### src/rtl/rf_pkg.sv
// Shared register-file constants and the write-back queue entry type.
package rf_pkg;

  localparam int unsigned REG_ADDR_W = 5;
  localparam int unsigned REG_DATA_W = 32;
  localparam logic [REG_ADDR_W-1:0] REG_ZERO = '0;

  // One pending register-file write.
  typedef struct packed {
    logic [REG_ADDR_W-1:0] addr;
    logic [REG_DATA_W-1:0] data;
  } wb_entry_t;

endpackage

### src/rtl/wb_fifo.sv
// In-order queue of pending register-file writes.
// Ports:
//   clk, rst_n      clock, synchronous active-low reset (flushes the queue)
//   push_i          enqueue push_entry_i at the tail (ignored when full)
//   pop_i           drop the head entry (ignored when empty)
//   upd_en_i        overwrite data of entry upd_idx_i with upd_data_i
//   head_o          oldest entry
//   entries_o       raw storage, indexed by physical slot
//   valid_o         per-slot occupancy
//   rd_ptr_o        physical slot of the head
//   full_o, empty_o occupancy flags
module wb_fifo
  import rf_pkg::*;
#(
  parameter int unsigned DEPTH = 4
) (
  input  logic                         clk,
  input  logic                         rst_n,
  input  logic                         push_i,
  input  wb_entry_t                    push_entry_i,
  input  logic                         pop_i,
  input  logic                         upd_en_i,
  input  logic [$clog2(DEPTH)-1:0]     upd_idx_i,
  input  logic [REG_DATA_W-1:0]        upd_data_i,
  output wb_entry_t                    head_o,
  output wb_entry_t [DEPTH-1:0]        entries_o,
  output logic [DEPTH-1:0]             valid_o,
  output logic [$clog2(DEPTH)-1:0]     rd_ptr_o,
  output logic                         full_o,
  output logic                         empty_o
);

  localparam int unsigned PTR_W = $clog2(DEPTH);
  localparam int unsigned CNT_W = PTR_W + 1;

  wb_entry_t [DEPTH-1:0] mem_q;
  logic [PTR_W-1:0]      wr_ptr_q, wr_ptr_d;
  logic [PTR_W-1:0]      rd_ptr_q, rd_ptr_d;
  logic [CNT_W-1:0]      count_q, count_d;
  logic                  push_ok, pop_ok;

  assign full_o  = (count_q == CNT_W'(DEPTH));
  assign empty_o = (count_q == '0);
  assign push_ok = push_i && !full_o;
  assign pop_ok  = pop_i && !empty_o;

  // Pointer and occupancy next state; power-of-two depth gives natural wrap.
  always_comb begin
    wr_ptr_d = wr_ptr_q;
    rd_ptr_d = rd_ptr_q;
    count_d  = count_q + CNT_W'(push_ok) - CNT_W'(pop_ok);
    if (push_ok) wr_ptr_d = wr_ptr_q + PTR_W'(1);
    if (pop_ok)  rd_ptr_d = rd_ptr_q + PTR_W'(1);
  end

  always_ff @(posedge clk) begin
    if (!rst_n) begin
      wr_ptr_q <= '0;
      rd_ptr_q <= '0;
      count_q  <= '0;
    end else begin
      wr_ptr_q <= wr_ptr_d;
      rd_ptr_q <= rd_ptr_d;
      count_q  <= count_d;
    end
  end

  // Storage needs no reset: every consumer qualifies it with valid_o/empty_o.
  always_ff @(posedge clk) begin
    if (push_ok)  mem_q[wr_ptr_q]       <= push_entry_i;
    if (upd_en_i) mem_q[upd_idx_i].data <= upd_data_i;
  end

  // A slot is live when its distance from the head is below the count.
  always_comb begin
    valid_o = '0;
    for (int unsigned i = 0; i < DEPTH; i++) begin
      valid_o[i] = ({1'b0, PTR_W'(i) - rd_ptr_q} < count_q);
    end
  end

  assign head_o    = mem_q[rd_ptr_q];
  assign entries_o = mem_q;
  assign rd_ptr_o  = rd_ptr_q;

endmodule

### src/rtl/regfile_writeback.sv
// Write-back buffer between the ALU and the register-file write port, with
// youngest-match forwarding for two read addresses.
// Optional feature: define WB_COALESCE_EN to merge a new write into the
// youngest queued non-head entry for the same register.
// Ports:
//   clk, rst_n              clock, synchronous active-low reset
//   in_valid/in_ready       result handshake; in_rd/in_data destination/value
//   wb_stall                write port unavailable this cycle
//   A3/WD3/WE3              register-file write port
//   A1/A2 -> hit1/fwd1, hit2/fwd2   forwarding lookups
//   busy                    queue non-empty
module regfile_writeback
  import rf_pkg::*;
#(
  parameter int unsigned DEPTH  = 4,
  parameter int unsigned DATA_W = REG_DATA_W,
  parameter int unsigned ADDR_W = REG_ADDR_W
) (
  input  logic              clk,
  input  logic              rst_n,
  input  logic              in_valid,
  output logic              in_ready,
  input  logic [ADDR_W-1:0] in_rd,
  input  logic [DATA_W-1:0] in_data,
  input  logic              wb_stall,
  output logic [ADDR_W-1:0] A3,
  output logic [DATA_W-1:0] WD3,
  output logic              WE3,
  input  logic [ADDR_W-1:0] A1,
  input  logic [ADDR_W-1:0] A2,
  output logic              hit1,
  output logic              hit2,
  output logic [DATA_W-1:0] fwd1,
  output logic [DATA_W-1:0] fwd2,
  output logic              busy
);

  localparam int unsigned PTR_W = $clog2(DEPTH);

  wb_entry_t             head;
  wb_entry_t [DEPTH-1:0] entries;
  logic [DEPTH-1:0]      valid;
  logic [PTR_W-1:0]      rd_ptr;
  logic                  full, empty;
  logic                  accept, rd_nonzero, push, upd_en;
  logic                  co_hit;
  logic [PTR_W-1:0]      co_idx;
  logic [PTR_W-1:0]      idx;
  wb_entry_t             new_entry;

  assign in_ready   = !full;
  assign busy       = !empty;
  assign accept     = in_valid && in_ready;
  assign rd_nonzero = (REG_ADDR_W'(in_rd) != REG_ZERO);
  assign push       = accept && rd_nonzero && !co_hit;
  assign upd_en     = accept && rd_nonzero && co_hit;

  assign new_entry.addr = REG_ADDR_W'(in_rd);
  assign new_entry.data = REG_DATA_W'(in_data);

  // Drain: the head is presented whenever the queue holds something.
  assign WE3 = busy && !wb_stall;
  assign A3  = busy ? ADDR_W'(head.addr) : '0;
  assign WD3 = busy ? DATA_W'(head.data) : '0;

  // Walk oldest to youngest so the last match found is the youngest.
  always_comb begin
    hit1   = 1'b0;
    hit2   = 1'b0;
    fwd1   = '0;
    fwd2   = '0;
    co_hit = 1'b0;
    co_idx = '0;
    idx    = '0;
    for (int unsigned k = 0; k < DEPTH; k++) begin
      idx = rd_ptr + PTR_W'(k);
      if (valid[idx] && (A1 != '0) && (entries[idx].addr == REG_ADDR_W'(A1))) begin
        hit1 = 1'b1;
        fwd1 = DATA_W'(entries[idx].data);
      end
      if (valid[idx] && (A2 != '0) && (entries[idx].addr == REG_ADDR_W'(A2))) begin
        hit2 = 1'b1;
        fwd2 = DATA_W'(entries[idx].data);
      end
`ifdef WB_COALESCE_EN
      // The head is excluded: it may be leaving this very cycle.
      if ((k != 0) && valid[idx] && (entries[idx].addr == REG_ADDR_W'(in_rd))) begin
        co_hit = 1'b1;
        co_idx = idx;
      end
`endif
    end
  end

  wb_fifo #(
    .DEPTH(DEPTH)
  ) u_fifo (
    .clk         (clk),
    .rst_n       (rst_n),
    .push_i      (push),
    .push_entry_i(new_entry),
    .pop_i       (WE3),
    .upd_en_i    (upd_en),
    .upd_idx_i   (co_idx),
    .upd_data_i  (REG_DATA_W'(in_data)),
    .head_o      (head),
    .entries_o   (entries),
    .valid_o     (valid),
    .rd_ptr_o    (rd_ptr),
    .full_o      (full),
    .empty_o     (empty)
  );

endmodule

### config.mk
export PLATFORM = sky130hd
export DESIGN_NAME = regfile_writeback
export DESIGN_NICKNAME = d
export VERILOG_FILES = /design/src/rtl/rf_pkg.sv /design/src/rtl/wb_fifo.sv /design/src/rtl/regfile_writeback.sv
export SDC_FILE = /design/constraint.sdc
export NUM_CORES = 1
export LEC_CHECK = 0
export BUFFER_PORTS_ARGS = -buffer_cell sky130_fd_sc_hd__buf_4
export CAP_MARGIN = 20
export CORE_MARGIN = 4
export CORE_UTILIZATION = 35
export DETAILED_ROUTE_END_ITERATION = 10
export PLACE_DENSITY = 0.56
export SYNTH_ARGS = -nofsm -noshare
export SYNTH_HDL_FRONTEND = slang
export SYNTH_SLANG_ARGS = --single-unit
### constraint.sdc
create_clock -name clk -period 6.53 [get_ports clk]
set_input_delay 1.306 -clock clk [delete_from_list [all_inputs] [get_ports clk]]
set_output_delay 1.306 -clock clk [all_outputs]
set_load 0.05 [all_outputs]
**Word level (Yosys, flattened, before mapping)**

Index checks and enable logic that the tools add are counted.

- Multiplexer cells: 37
- Reduce and logical (&&, ||, !) cells: 29
- Order comparisons: 10
- Eq/ne operators: 9
- Add/sub/neg operators: 10

Operators by type and width:

| operator | count |
|---|---|
| binary-select mux 37 bit (select 2 bit) | 4 |
| two-way mux 32 bit | 9 |
| two-way mux 37 bit | 5 |
| bitwise mux 148 bit | 1 |
| demux 37 bit (select 2 bit) | 1 |
| equality test 5 bit | 8 |
| logical AND 1 bit | 22 |
| < comparator 2 x 3 -> 1 bit, second input constant | 5 |
| nonzero test 5 bit | 3 |
| < comparator 2 x 3 -> 1 bit | 4 |
| two-way mux 1 bit | 12 |
| binary-select mux 1 bit (select 2 bit) | 4 |
| two-way mux 5 bit | 1 |
| adder 2 x 1 -> 2 bit, second input constant | 2 |
| adder 2 bit, second input constant | 2 |
| subtractor 1 x 2 -> 2 bit, first input constant | 2 |
| subtractor 2 bit, first input constant | 2 |
| adder 3 x 1 -> 3 bit | 1 |
| equality test 3 bit, second input constant | 1 |
| zero test 1 bit | 3 |
| zero test 3 bit | 1 |
| subtractor 3 x 1 -> 3 bit | 1 |
| >= comparator 2 x 1 -> 1 bit, second input constant | 1 |

- Register bits after elaboration: 155
- Output and inout bits: 106
- Logic and storage cells: 106
- Bits of input ports: 51

**Logic depth before layout (Yosys ltp)**

- Word-level depth: 10
- Depth in mapped cells: 21

**Hierarchy**

From an unflattened synthesis, not the netlist that was laid out.

- Cells, all modules: 1762
- Area, all modules: 14258.7 um^2

Modules (own cells, without submodules):

| module | area an instance (um^2) | seq. area each (um^2) | instances | cells an instance |
|---|---|---|---|---|
| wb_fifo | 7820.0 | 3303.2 | 1 | 875 |
| regfile_writeback | 6438.7 | 0.0 | 1 | 887 |

**Worst setup path before layout**

No wires, ideal clock.

- Path kind: register to output
- Start point: reg u_fifo.rd_ptr_q[0] (netlist: u_fifo.rd_ptr_o[0])
- End point: out fwd1[0]
- Buffers on the path: 10
- Arrival: 5.144 ns
- Path slack: 0.080 ns
- Cell stages (with the launch flop): 21
- Cell sequence: dfxtp_1 -> buf_4 -> buf_4 -> buf_6 -> buf_4 -> buf_2 -> buf_2 -> buf_1 -> buf_1 -> xnor2_1 -> inv_1 -> ha_1 -> or3_1 -> a21oi_1 -> a211oi_1 -> a2111o_1 -> or2_1 -> buf_2 -> nor2b_4 -> buf_6 -> a211oi_1

- Cells in the longest elaborated chain, start to end: 10

Ends and longest elaborated chain:

| element | line | RTL |
|---|---|---|
| from (decl) | wb_fifo.sv:38 | `logic [PTR_W-1:0] rd_ptr_q, rd_ptr_d;` |
| from (signal assigned) | wb_fifo.sv:63 | `rd_ptr_q <= rd_ptr_d;` |
| subtractor 1 x 2 -> 2 bit / subtractor 2 bit (equally long branches) | wb_fifo.sv:78 | `valid_o[i] = ({1'b0, PTR_W'(i) - rd_ptr_q} < count_q);` |
| < comparator 2 x 3 -> 1 bit | wb_fifo.sv:78 |  |
| binary-select mux 1 bit (select 2 bit) | regfile_writeback.sv:77 | `if (valid[idx] && (A1 != '0) && (entries[idx].addr == REG_ADDR_W'(A1))) begin` |
| two-way mux 1 bit (not written as such) | regfile_writeback.sv:77 |  |
| logical AND 1 bit (2 in series) | regfile_writeback.sv:77 |  |
| two-way mux 32 bit (3 in series) | regfile_writeback.sv:77 |  |
| two-way mux 32 bit (*) | regfile_writeback.sv:77 |  |
| to (decl) | regfile_writeback.sv:33 | `output logic [DATA_W-1:0] fwd1,` |

Every way passes the cells marked *; elsewhere a longest branch is shown, timed or not. The select of a mux whose other input is x is not followed.

**Final worst setup path**

- Start point: reg u_fifo.rd_ptr_q[1] (netlist: u_fifo.rd_ptr_o[1])
- End point: out fwd1[30]

The elaborated chain is that of the path after synthesis.

==> results.md <==
Drt:
- The final routed DRC violation total is 0.
- Dividing the detail-routed via count by the number of cells gives 5.65.
- The post-detailed-route wirelength per cell is 20.8 um.
- The final route contains 9666 vias.
- For this block, the routed nets add up to 35700 um of wire.
- Before antenna repair, the detailed router went through 5 iterations.
- The initial DRC count is 778.
- The final antenna-violating net count is 0.

STA:
- The total negative slack is 0 ns.
- The number of slew-limit violations in the final report is 0.
- The worst path needs 5.81 ns of the cycle, external delays included.
- Across the routed clock network, the largest skew measured is 0.00958 ns.
- Setup repair after global routing left no endpoint under its margin.
- Setup violations remaining at the end of the flow were counted as 0.
- The top achievable clock speed is 172 MHz.
- The transition time at the pin with the least slew margin is 1.06 ns.
- The total count of hold-check failures in the final report is 0.
- The part of the cycle the worst path needs is 89.0%.
- In this run the tightest slew margin relative to its limit is 29.1%.

Placement:
- The wire-length estimate of the detail-placed layout is 23900 um.
- The final weighted congestion in routability-driven placement is 0.866.
- Input and output buffers added on the ports amount to 156.
- After detailed placement, the design holds a cell count of 1680.

Die:
- The vertical extent of the die is 190 um.
- The die is 190 um wide.
- The core region is 32700 sq um.
- The initial standard-cell utilization of the core is 35.6%.
- The floorplan has 66 rows.
- The overall die area is 36300 sq um.
- During I/O placement, the number of pins put on the boundary was 157.

Clock network:
- The number of setup buffers added after CTS is 0.
- The number of clock sinks seen by CTS is 155.
- Post-CTS repair changed the size of 0 cells.
- TritonCTS built the clock tree.
- The clock insertion delay at the later pin of the skew report is 0.42 ns.
- TritonCTS created 17 clock buffers.
- The number of hold buffers added after CTS is 0.
- The H-tree depth is 4.
- The tree is rooted in a clkbuf_16.
- The largest buffer count on any clock path is 2.
- The clock-pin slew on the worst setup and hold paths is 0.07 ns.

Worst setup path:
- STA puts the critical path data required time at 5.22 ns.
- In this design, the critical path's most frequently occurring cell is buf_4.
- The longest individual stage delay on the worst path is 0.61 ns.
- The largest delay contributor family on the critical path is simple AND/OR/NAND/NOR gates.
- The worst setup path is captured at a primary output.
- STA classifies the critical path startpoint as a register.
- The largest individual stage delay along the critical path comes from the cell dfxtp_4.
- The type of the worst setup path is register to primary output.
- Counting both buffers and inverters, the worst setup path holds a total of 3.
- In this run the worst path has a maximum fanout of 37.
- Data arrives at the worst endpoint at 4.50 ns.
- Walking the worst path, the cells encountered are buf_4, mux2i_1, mux2i_1, xnor2_1, nand2_2, or2_1, buf_4, nand2b_1, a31oi_1, buf_4.

Yosys:
- The per-instance average area after synthesis is 9.93 sq um.
- The part of the Yosys area used for sequential elements is 39.4%.
- In this run, synthesis inferred 148 flip-flops with an integrated enable.
- The most used flip-flop cell after synthesis is edfxtp_1.
- The flip-flop and latch count after synthesis is 155.
- The top cell type's share of synthesized area is 38.2%.
- The netlist area before placement is 11600 sq um.
- Counting distinct cell types in the post-synthesis netlist gives 64.
- Ranked by instance count, the synthesized netlist is headed by 148 x edfxtp_1, 135 x a21oi_1, 129 x nor2_1.
- Yosys attributes the largest share of cell area to edfxtp_1 38%, mux2i_1 8.0%, mux2_2 6.5%, a21oi_1 5.8%, nor2_1 4.2%.
- In the synthesized netlist the async set-or-reset flop fraction comes to 0%.
- The most common cell in the synthesized netlist is edfxtp_1.
- The synthesized netlist net count is 1234.
- After technology mapping, the gate count stands at 1172.
- Yosys printed 0 warnings.
- Of all cell types, the one taking the most synthesized area is edfxtp_1.

Global routing:
- Entering global routing, the biggest net connects 105 pins.
- The all-layer global routing usage is 19.3%.
- The first-pass GRT wire length is 54900 um.
- The number of global-route vias before repair was 9637.
- The overflow left after global routing is 0.
- The initial antenna violation count was 0.

Layout:
- The finished layout holds 1712 standard cells, fillers aside.
- In the final design database the tool counted 1319 nets.
- The fraction of final layout cells sized beyond drive strength 1 is 26.5%.
- Registers take 4590 sq um.
- 0 antenna diodes ended up in the layout.
- The number of fillers in the final layout is 3235.
- Compared with the post-synthesis result, the final layout area differs by 17.0%.
- Summing all multi-input logic gate instances after layout gives 6490 sq um.

Power and ir drop:
- The total power per unit cell area is 428 nW/um^2.
- The highest ir drop seen on vdd is 0.304 mV.
- The static leakage is 4.85 nW.

Worst hold path:
- The tightest min-delay check is of the register to register type.

Run:
- Across the run, the number of max-cap violations was 0.

Run status:
- The flow ran to the end, and the final reports show no timing, DRC or antenna violations.
-- cell usage in the layout (no fill, tap or decap), types with 29 or more instances in the layout --
cell	count
and2_1	42
nand2_1	45
a31oi_1	32
and3_1	29
buf_4	181
nor3b_1	30
o21ai_0	35
a22o_1	31
mux2_2	67
a221o_1	31
mux2i_1	93
edfxtp_1	148
a21oi_1	135
nor2_1	129
-- final timing paths --
kind	startpoint	end	slack [ns]	cells after the start
worst max-delay path	u_fifo.rd_ptr_o[1]	fwd1[30]	0.72	10
worst min-delay path	u_fifo.wr_ptr_q[1]	u_fifo.wr_ptr_q[1]	0.56	2
worst max register to register	u_fifo.count_q[2]	u_fifo.count_q[2]	3.79	8
worst min register to register	u_fifo.wr_ptr_q[1]	u_fifo.wr_ptr_q[1]	0.56	2
-- routing by layer --
metal / global-route usage, % / wire length, um / vias up
li1: - / - / 4586
met1: 25.8 / 15900 / 4747
met2: 33.2 / 17200 / 305
met3: 3.02 / 2080 / 28
met4: 4.61 / 478 / 0
met5: 0 / 0 / -
-- state kept, by name (all words and copies together) (netlist names) --
name / count
u_fifo.count_q: 3
u_fifo.entries_o: 148
u_fifo.rd_ptr_o: 2
u_fifo.wr_ptr_q: 2
-- power breakdown --
group | internal (W) | total [W] | switching (W)
clock | 0.000538 | 0.000977 | 0.000439
combinational | 0.00113 | 0.00352 | 0.00239
sequential | 0.00122 | 0.00133 | 0.000111
total | 0.00288 | 0.00583 | 0.00294
-- metrics by stage --
stage                     setup WS, ns  area, sq um  hold slack, ns  utilization [%]  total power, W
after floorplan                 0.0796        11600           0.528                -         0.00391
after global placement            1.16        13000           0.554             39.9         0.00484
after detailed placement          1.15        13000           0.556             39.9         0.00486
after CTS                        0.776        13600           0.568             41.7         0.00586
after global routing             0.451        13600           0.591             41.7         0.00615
final                            0.720        13600           0.564             41.7         0.00583
-- cell families after synthesis --
kind of cell               synth area share [%]
xor gates and xnor gates                   3.23
muxes                                      16.5
buffers and inverters                      5.19
and+or+nand+nor                            14.6
AOI/OAI and AO/OA                          19.8
DFF                                        39.4
adders and majority gates                  1.25
-- final cells by class --
| cell class | count | share of cell area [%] |
|---|---|---|
| clock buffers | 17 | 3.12 |
| clock inverters | 15 | 1.16 |
| inverters | 11 | 0.321 |
| multi-input cells | 891 | 47.7 |
| flip-flops and latches | 155 | 33.7 |
| well taps | 442 | 4.06 |
| repair buffers | 181 | 9.98 |
-- tightest hold or removal path: cells and delay by family (launching register included) --
family / cells / cell delay (ns)
flops: 1 / 0.34
mux: 1 / 0.13
simple gates: 1 / 0.05
(Power assumes the default switching activity.)
